**config.mk**
```make
export PLATFORM = sky130hd
export DESIGN_NAME = uart_rx_core
export DESIGN_NICKNAME = d
export VERILOG_FILES = /design/src/rtl/uart_pkg.sv /design/src/rtl/uart_baud_gen.sv /design/src/rtl/uart_rx_core.sv
export SDC_FILE = /design/constraint.sdc
export NUM_CORES = 1
export LEC_CHECK = 0
export BUFFER_PORTS_ARGS = -buffer_cell sky130_fd_sc_hd__buf_4
export CORE_MARGIN = 3
export CORE_UTILIZATION = 58
export DETAILED_ROUTE_END_ITERATION = 10
export GPL_TIMING_DRIVEN = 0
export PLACE_DENSITY = 0.79
export SETUP_SLACK_MARGIN = 0.2
export SYNTH_ARGS = -nofsm -noshare
export SYNTH_HDL_FRONTEND = slang
export SYNTH_SLANG_ARGS = --single-unit
```
**constraint.sdc**
```tcl
create_clock -name clk -period 3.9 [get_ports clk]
set_clock_uncertainty 0.15 [all_clocks]
set_input_delay 0.78 -clock clk [delete_from_list [all_inputs] [get_ports clk]]
set_output_delay 0.78 -clock clk [all_outputs]
set_load 0.005 [all_outputs]
```
**src/rtl/uart_pkg.sv**
```systemverilog
// uart_pkg: types and constants shared by the UART TX and RX paths.
//   tlen_e     : character length encoding (5..8 data bits)
//   rx_state_e : receive engine states
//   OSR16/13   : oversampling ratios selected by bclk_mode
//   nbits()    : number of data bits for a tlen code
package uart_pkg;

  typedef enum logic [1:0] {
    TLEN_5 = 2'b00,
    TLEN_6 = 2'b01,
    TLEN_7 = 2'b10,
    TLEN_8 = 2'b11
  } tlen_e;

  typedef enum logic [2:0] {
    IDLE,
    START,
    DATA,
    PARITY,
    STOP,
    BREAK
  } rx_state_e;

  localparam int unsigned OSR16 = 16;
  localparam int unsigned OSR13 = 13;

  function automatic logic [3:0] nbits(input tlen_e tlen);
    return 4'd5 + {2'b00, tlen};
  endfunction

endpackage

```
**src/rtl/uart_baud_gen.sv**
```systemverilog
// uart_baud_gen: oversample tick generator, one tick every baud_div+1 clks.
//   clk, rst  : clock, synchronous active-high reset (clears the counter)
//   baud_div  : tick period minus one (not latched; may change at any time)
//   tick      : one-cycle tick strobe
module uart_baud_gen #(
  parameter int DIV_W = 16
) (
  input  logic             clk,
  input  logic             rst,
  input  logic [DIV_W-1:0] baud_div,
  output logic             tick
);

  logic [DIV_W-1:0] cnt;

  // >= rather than == so a divisor lowered below the running count
  // does not force a full counter wrap.
  assign tick = (cnt >= baud_div);

  always_ff @(posedge clk) begin
    if (rst)       cnt <= '0;
    else if (tick) cnt <= '0;
    else           cnt <= cnt + 1'b1;
  end

endmodule

```
**src/rtl/uart_rx_core.sv**
```systemverilog
// uart_rx_core: UART receive engine, 5..8 data bits, optional parity,
// x16 / x13 oversampling.
//   clk, rst      : clock, synchronous active-high reset
//   baud_div      : oversample tick period minus one
//   bclk_mode     : 0 = x16, 1 = x13 oversampling
//   tlen          : data length code (5 + tlen bits)
//   parity_en     : parity bit present
//   parity_type   : 0 = even, 1 = odd
//   rxd           : asynchronous serial input, idle high
//   rdata         : received character, zero-extended
//   rx_valid      : one-cycle strobe, character complete
//   parity_err    : parity mismatch for the flagged character
//   frame_err     : stop bit sampled low for the flagged character
//   rx_busy       : engine not idle
module uart_rx_core
  import uart_pkg::*;
#(
  parameter int DIV_W = 16
) (
  input  logic             clk,
  input  logic             rst,
  input  logic [DIV_W-1:0] baud_div,
  input  logic             bclk_mode,
  input  logic [1:0]       tlen,
  input  logic             parity_en,
  input  logic             parity_type,
  input  logic             rxd,
  output logic [7:0]       rdata,
  output logic             rx_valid,
  output logic             parity_err,
  output logic             frame_err,
  output logic             rx_busy
);

  logic tick;

  uart_baud_gen #(.DIV_W(DIV_W)) u_baud (
    .clk      (clk),
    .rst      (rst),
    .baud_div (baud_div),
    .tick     (tick)
  );

  // 2-flop synchroniser, idle-high reset so reset never looks like a start bit
  logic rxd_m, rxd_s;
  always_ff @(posedge clk) begin
    if (rst) begin
      rxd_m <= 1'b1;
      rxd_s <= 1'b1;
    end else begin
      rxd_m <= rxd;
      rxd_s <= rxd_m;
    end
  end

  rx_state_e  state, state_n;
  logic [3:0] os_cnt, os_cnt_n;
  logic [2:0] bit_cnt, bit_cnt_n;
  logic [7:0] shreg, shreg_n;
  logic       par_bit, par_bit_n;
  // frame configuration captured at start detection
  logic [3:0] nbits_q, nbits_n;
  logic       par_en_q, par_en_n;
  logic       par_type_q, par_type_n;
  logic [3:0] os_last_q, os_last_n;
  logic [3:0] os_mid_q, os_mid_n;
  logic [7:0] rdata_n;
  logic       rx_valid_n, parity_err_n, frame_err_n;

  always_ff @(posedge clk) begin
    if (rst) begin
      state      <= IDLE;
      os_cnt     <= '0;
      bit_cnt    <= '0;
      shreg      <= '0;
      par_bit    <= 1'b0;
      nbits_q    <= '0;
      par_en_q   <= 1'b0;
      par_type_q <= 1'b0;
      os_last_q  <= '0;
      os_mid_q   <= '0;
      rdata      <= '0;
      rx_valid   <= 1'b0;
      parity_err <= 1'b0;
      frame_err  <= 1'b0;
    end else begin
      state      <= state_n;
      os_cnt     <= os_cnt_n;
      bit_cnt    <= bit_cnt_n;
      shreg      <= shreg_n;
      par_bit    <= par_bit_n;
      nbits_q    <= nbits_n;
      par_en_q   <= par_en_n;
      par_type_q <= par_type_n;
      os_last_q  <= os_last_n;
      os_mid_q   <= os_mid_n;
      rdata      <= rdata_n;
      rx_valid   <= rx_valid_n;
      parity_err <= parity_err_n;
      frame_err  <= frame_err_n;
    end
  end

  // a full bit period has elapsed since the previous mid-bit sample
  logic bit_done;
  assign bit_done = tick && (os_cnt == os_last_q);

  always_comb begin
    state_n      = state;
    os_cnt_n     = os_cnt;
    bit_cnt_n    = bit_cnt;
    shreg_n      = shreg;
    par_bit_n    = par_bit;
    nbits_n      = nbits_q;
    par_en_n     = par_en_q;
    par_type_n   = par_type_q;
    os_last_n    = os_last_q;
    os_mid_n     = os_mid_q;
    rdata_n      = rdata;
    rx_valid_n   = 1'b0;
    parity_err_n = parity_err;
    frame_err_n  = frame_err;

    // count ticks within the bit; wrap is overridden below on sample ticks
    if (state != IDLE && state != BREAK && tick) os_cnt_n = os_cnt + 4'd1;

    unique case (state)
      IDLE: begin
        if (!rxd_s) begin
          state_n    = START;
          os_cnt_n   = '0;
          nbits_n    = nbits(tlen_e'(tlen));
          par_en_n   = parity_en;
          par_type_n = parity_type;
          os_last_n  = bclk_mode ? 4'(OSR13 - 1) : 4'(OSR16 - 1);
          os_mid_n   = bclk_mode ? 4'(OSR13 / 2 - 1) : 4'(OSR16 / 2 - 1);
        end
      end
      START: begin
        if (tick && os_cnt == os_mid_q) begin
          if (!rxd_s) begin
            state_n   = DATA;
            os_cnt_n  = '0;
            bit_cnt_n = '0;
            shreg_n   = '0;   // bits above the character length stay zero
          end else begin
            state_n   = IDLE; // glitch, not a start bit
          end
        end
      end
      DATA: begin
        if (bit_done) begin
          os_cnt_n         = '0;
          shreg_n[bit_cnt] = rxd_s;
          if ({1'b0, bit_cnt} == nbits_q - 4'd1) begin
            bit_cnt_n = '0;
            state_n   = par_en_q ? PARITY : STOP;
          end else begin
            bit_cnt_n = bit_cnt + 3'd1;
          end
        end
      end
      PARITY: begin
        if (bit_done) begin
          os_cnt_n  = '0;
          par_bit_n = rxd_s;
          state_n   = STOP;
        end
      end
      STOP: begin
        if (bit_done) begin
          os_cnt_n     = '0;
          rdata_n      = shreg;
          rx_valid_n   = 1'b1;
          // received bit vs. XOR(data) ^ parity_type
          parity_err_n = par_en_q & (par_bit ^ (^shreg) ^ par_type_q);
          frame_err_n  = !rxd_s;
          state_n      = rxd_s ? IDLE : BREAK;
        end
      end
      BREAK: begin
        if (rxd_s) state_n = IDLE;
      end
      default: state_n = IDLE;
    endcase
  end

  assign rx_busy = (state != IDLE);

endmodule

```
==> metrics.yaml <==
clock_network:
  worst_skew_pair.late_latency_ns: 0.31
  clk_pin_slew_ns: 0.10
  cts-root-buf: "clkbuf_8"
  cts_buffers: 5
  post-cts-setup-buffers: 0
  tritoncts: "built"
  htreeDepth: 2
  ctsHoldBuffers: 0
  cts_resized: 0
  clkSinkCount: 56
  clockBufferDepth: 2
die:
  io_pins: 36
  start_util: 0.6099
  dieWidth_um: 79.98
  fp.dieH_um: 79.98
  rows: 26
  core_um2: 5205
  die_area_um2: 6397
final_layout:
  fin_cells: 489
  nNetsFinal: 463
  fin_util: 0.6986
  syn_to_final_growth_pct: 14.54
  diodes: 0
  drive_gt1_frac: 0.1456
job:
  maxCapViolations: 0
worst_setup_path:
  cp_cell_sequence: "buf_4 -> ha_1 -> nand2b_1 -> a2111oi_0 -> nor4_1 -> o311ai_0 -> clkbuf_1 -> nor2_1 -> a32o_1"
  path_buf_inv: 2
  start_kind: "primary input"
  crit_type: "primary input to flip-flop"
  arrival_ns: 3.22
  slowest_stage: "a2111oi_0"
  cp_max_fo: 10
  required_ns: 3.96
  r2r_slack_ns: 0.89
  max_stage_delay_ns: 0.60
  crit_family: "compound AO/OA/AOI/OAI gates"
  cp-end-kind: "flip-flop"
route:
  drtAntennaViolNets: 0
  totalWireLength_um: 6528
  drt_first_pass_iters: 5
  drt_iter0_drc: 172
  via_per_inst: 5.597
  avgRoutedWirePerCell_um: 13.35
  drc: 0
  dr_total_vias: 2737
place:
  io_buffer_count: 35
  hpwlAfterDp_um: 4915
  gp_congestion: 0.8836
  placed_cells: 481
power_and_ir_drop:
  leakagePower_uw: 0.001466
  peakVddDrop_v: 0.0001724
  power_density_nw_per_um2: 293.9
sta:
  relSlewSlack: 0.5210
  tns_ns: 0
  worstMarginPinSlew_ns: 0.7186
  period_share: 0.8121
  fmax_mhz: 315.7
  drv_slew: 0
  hold_violations: 0
  rsz0062_at_grt: "false"
  setup_viol_count_final: 0
  layout_min_cycle_time_ns: 3.167
synthesis:
  synthFlopType: "dfxtp_1"
  synth_top_cell_area_share: 0.3532
  synth.net_count: 421
  synth.most_common_cell: "dfxtp_1"
  synthTopCellsByArea: "dfxtp_1 (35%), ha_1 (8.3%), xnor2_1 (6.1%)"
  yosys.area.top_type: "dfxtp_1"
  avgSynthCellArea_um2: 8.442
  synth_cells: 376
  ys_seq_area_frac: 0.3532
  synth-seq-cells: 56
  yosysUniqueCellTypes: 52
  synth_common_cells: "dfxtp_1 (56), nor2_1 (47), inv_1 (29), a21oi_1 (22), xnor2_1 (22)"
  yosys_warnings: 0
  async_reset_ff_frac: 0
  synth_area_um2: 3174
  synth_edf_count: 0
global_routing:
  grt_pass1_vias: 2490
  track_usage: 0.2157
  antenna_found_initial: 0
  grt_overflow_total: 0
  grt_max_degree: 18
  grt_pass1_wl_um: 11120
run_status:
  status: "completed"
hold_path:
  min_path_type: "flip-flop to flip-flop"
==> kinds of logic after synthesis <==
kind of cell / Yosys count / share of synthesized area
flip-flops: 56 / 0.3532
AND/OR/NAND/NOR: 138 / 0.2219
multiplexers: 12 / 0.03784
buffers and inverters: 46 / 0.05912
adder cells (fa/ha/maj): 21 / 0.08277
AO/OA/AOI/OAI: 75 / 0.1679
XOR/XNOR: 28 / 0.07725
==> state kept, by name, summed over array words and instances (netlist names), 2 cells and up <==
register    cells
u_baud.cnt     16
nbits_q         4
bit_cnt         3
os_last_q       2
os_cnt          4
state           3
shreg           8
rdata           8
==> per-stage QoR <==
stage / instance area [um2] / total power [uW] / hold slack [ns] / worst slack, ns
2_1_floorplan: 3174 / 664.6 / 0.2395 / 0.7336
3_3_place_gp: 3525 / 699.7 / 0.2457 / 0.3688
3_5_place_dp: 3525 / 702.2 / 0.2487 / 0.3685
4_1_cts: 3636 / 1079 / 0.2737 / 0.7117
5_1_grt: 3636 / 1113 / 0.2889 / 0.5153
6_report: 3636 / 1069 / 0.2690 / 0.7329
==> path summary, 6_finish.rpt <==
| path | start | to | cells after the start |
|---|---|---|---|
| hold reg to reg | rxd_m$_SDFF_PP1_ | rxd_s$_SDFF_PP1_ | 1 |
| setup reg to reg | u_baud.cnt[0]$_SDFF_PP0_ | bit_cnt[2]$_SDFFE_PP0P_ | 9 |
| setup / recovery | baud_div[0] | bit_cnt[2]$_SDFFE_PP0P_ | 9 |
| hold / removal | rxd_m$_SDFF_PP1_ | rxd_s$_SDFF_PP1_ | 1 |
==> layer usage <==
| layer | global-route usage | routed length, um |
|---|---|---|
| met4 | 0.06419 | 75 |
| met5 | 0 | 0 |
| met2 | 0.3709 | 3215 |
| met1 | 0.2783 | 2978 |
| met3 | 0.03047 | 258 |
==> report_power, final <==
| group | internal [uW] | switching, uW | leakage [uW] |
|---|---|---|---|
| Combinational | 47.5 | 54.0 | 0.000959 |
| Clock | 190 | 189 | 0.0000541 |
| Sequential | 580 | 8.38 | 0.000453 |
==> worst register-to-register path, cell delays in order (launching register included) <==
cell	delay, ns
dfxtp_1	0.38
inv_1	0.05
ha_1	0.26
nand2b_1	0.13
a2111oi_0	0.60
nor4_1	0.18
o311ai_0	0.43
clkbuf_1	0.37
nor2_1	0.08
a32o_1	0.26
==> cell type report <==
cell class	instances	area [um2]
buffer	17	78.83
tap	70	87.58
timing repair buffer	35	262.8
clock buffer	5	68.82
fill	439	1569
sequential	56	1121
inverter	29	108.9
multi-input combinational	274	1866
clock inverter	3	42.54
==> placed cells by master, fill, tap and decap left out, types with 3 or more instances in the layout <==
cell type,netlist,final
dfxtp_1,56,56
nor2_1,47,47
buf_4,0,35
inv_1,29,29
a21oi_1,22,22
xnor2_1,22,22
ha_1,21,21
o21ai_0,17,17
clkbuf_1,15,15
nand2_1,14,14
nand3_1,14,14
nor3_1,12,12
mux2i_1,12,12
or3_1,10,10
nand4_1,7,7
nor2b_1,7,7
and3_1,6,6
a31oi_1,6,6
xor2_1,6,6
clkbuf_8,0,5
or2_2,4,4
a211oi_1,4,4
nand2b_1,3,3
nor3b_1,3,3
a32o_1,3,3
Power figures use the tool's default switching activity.
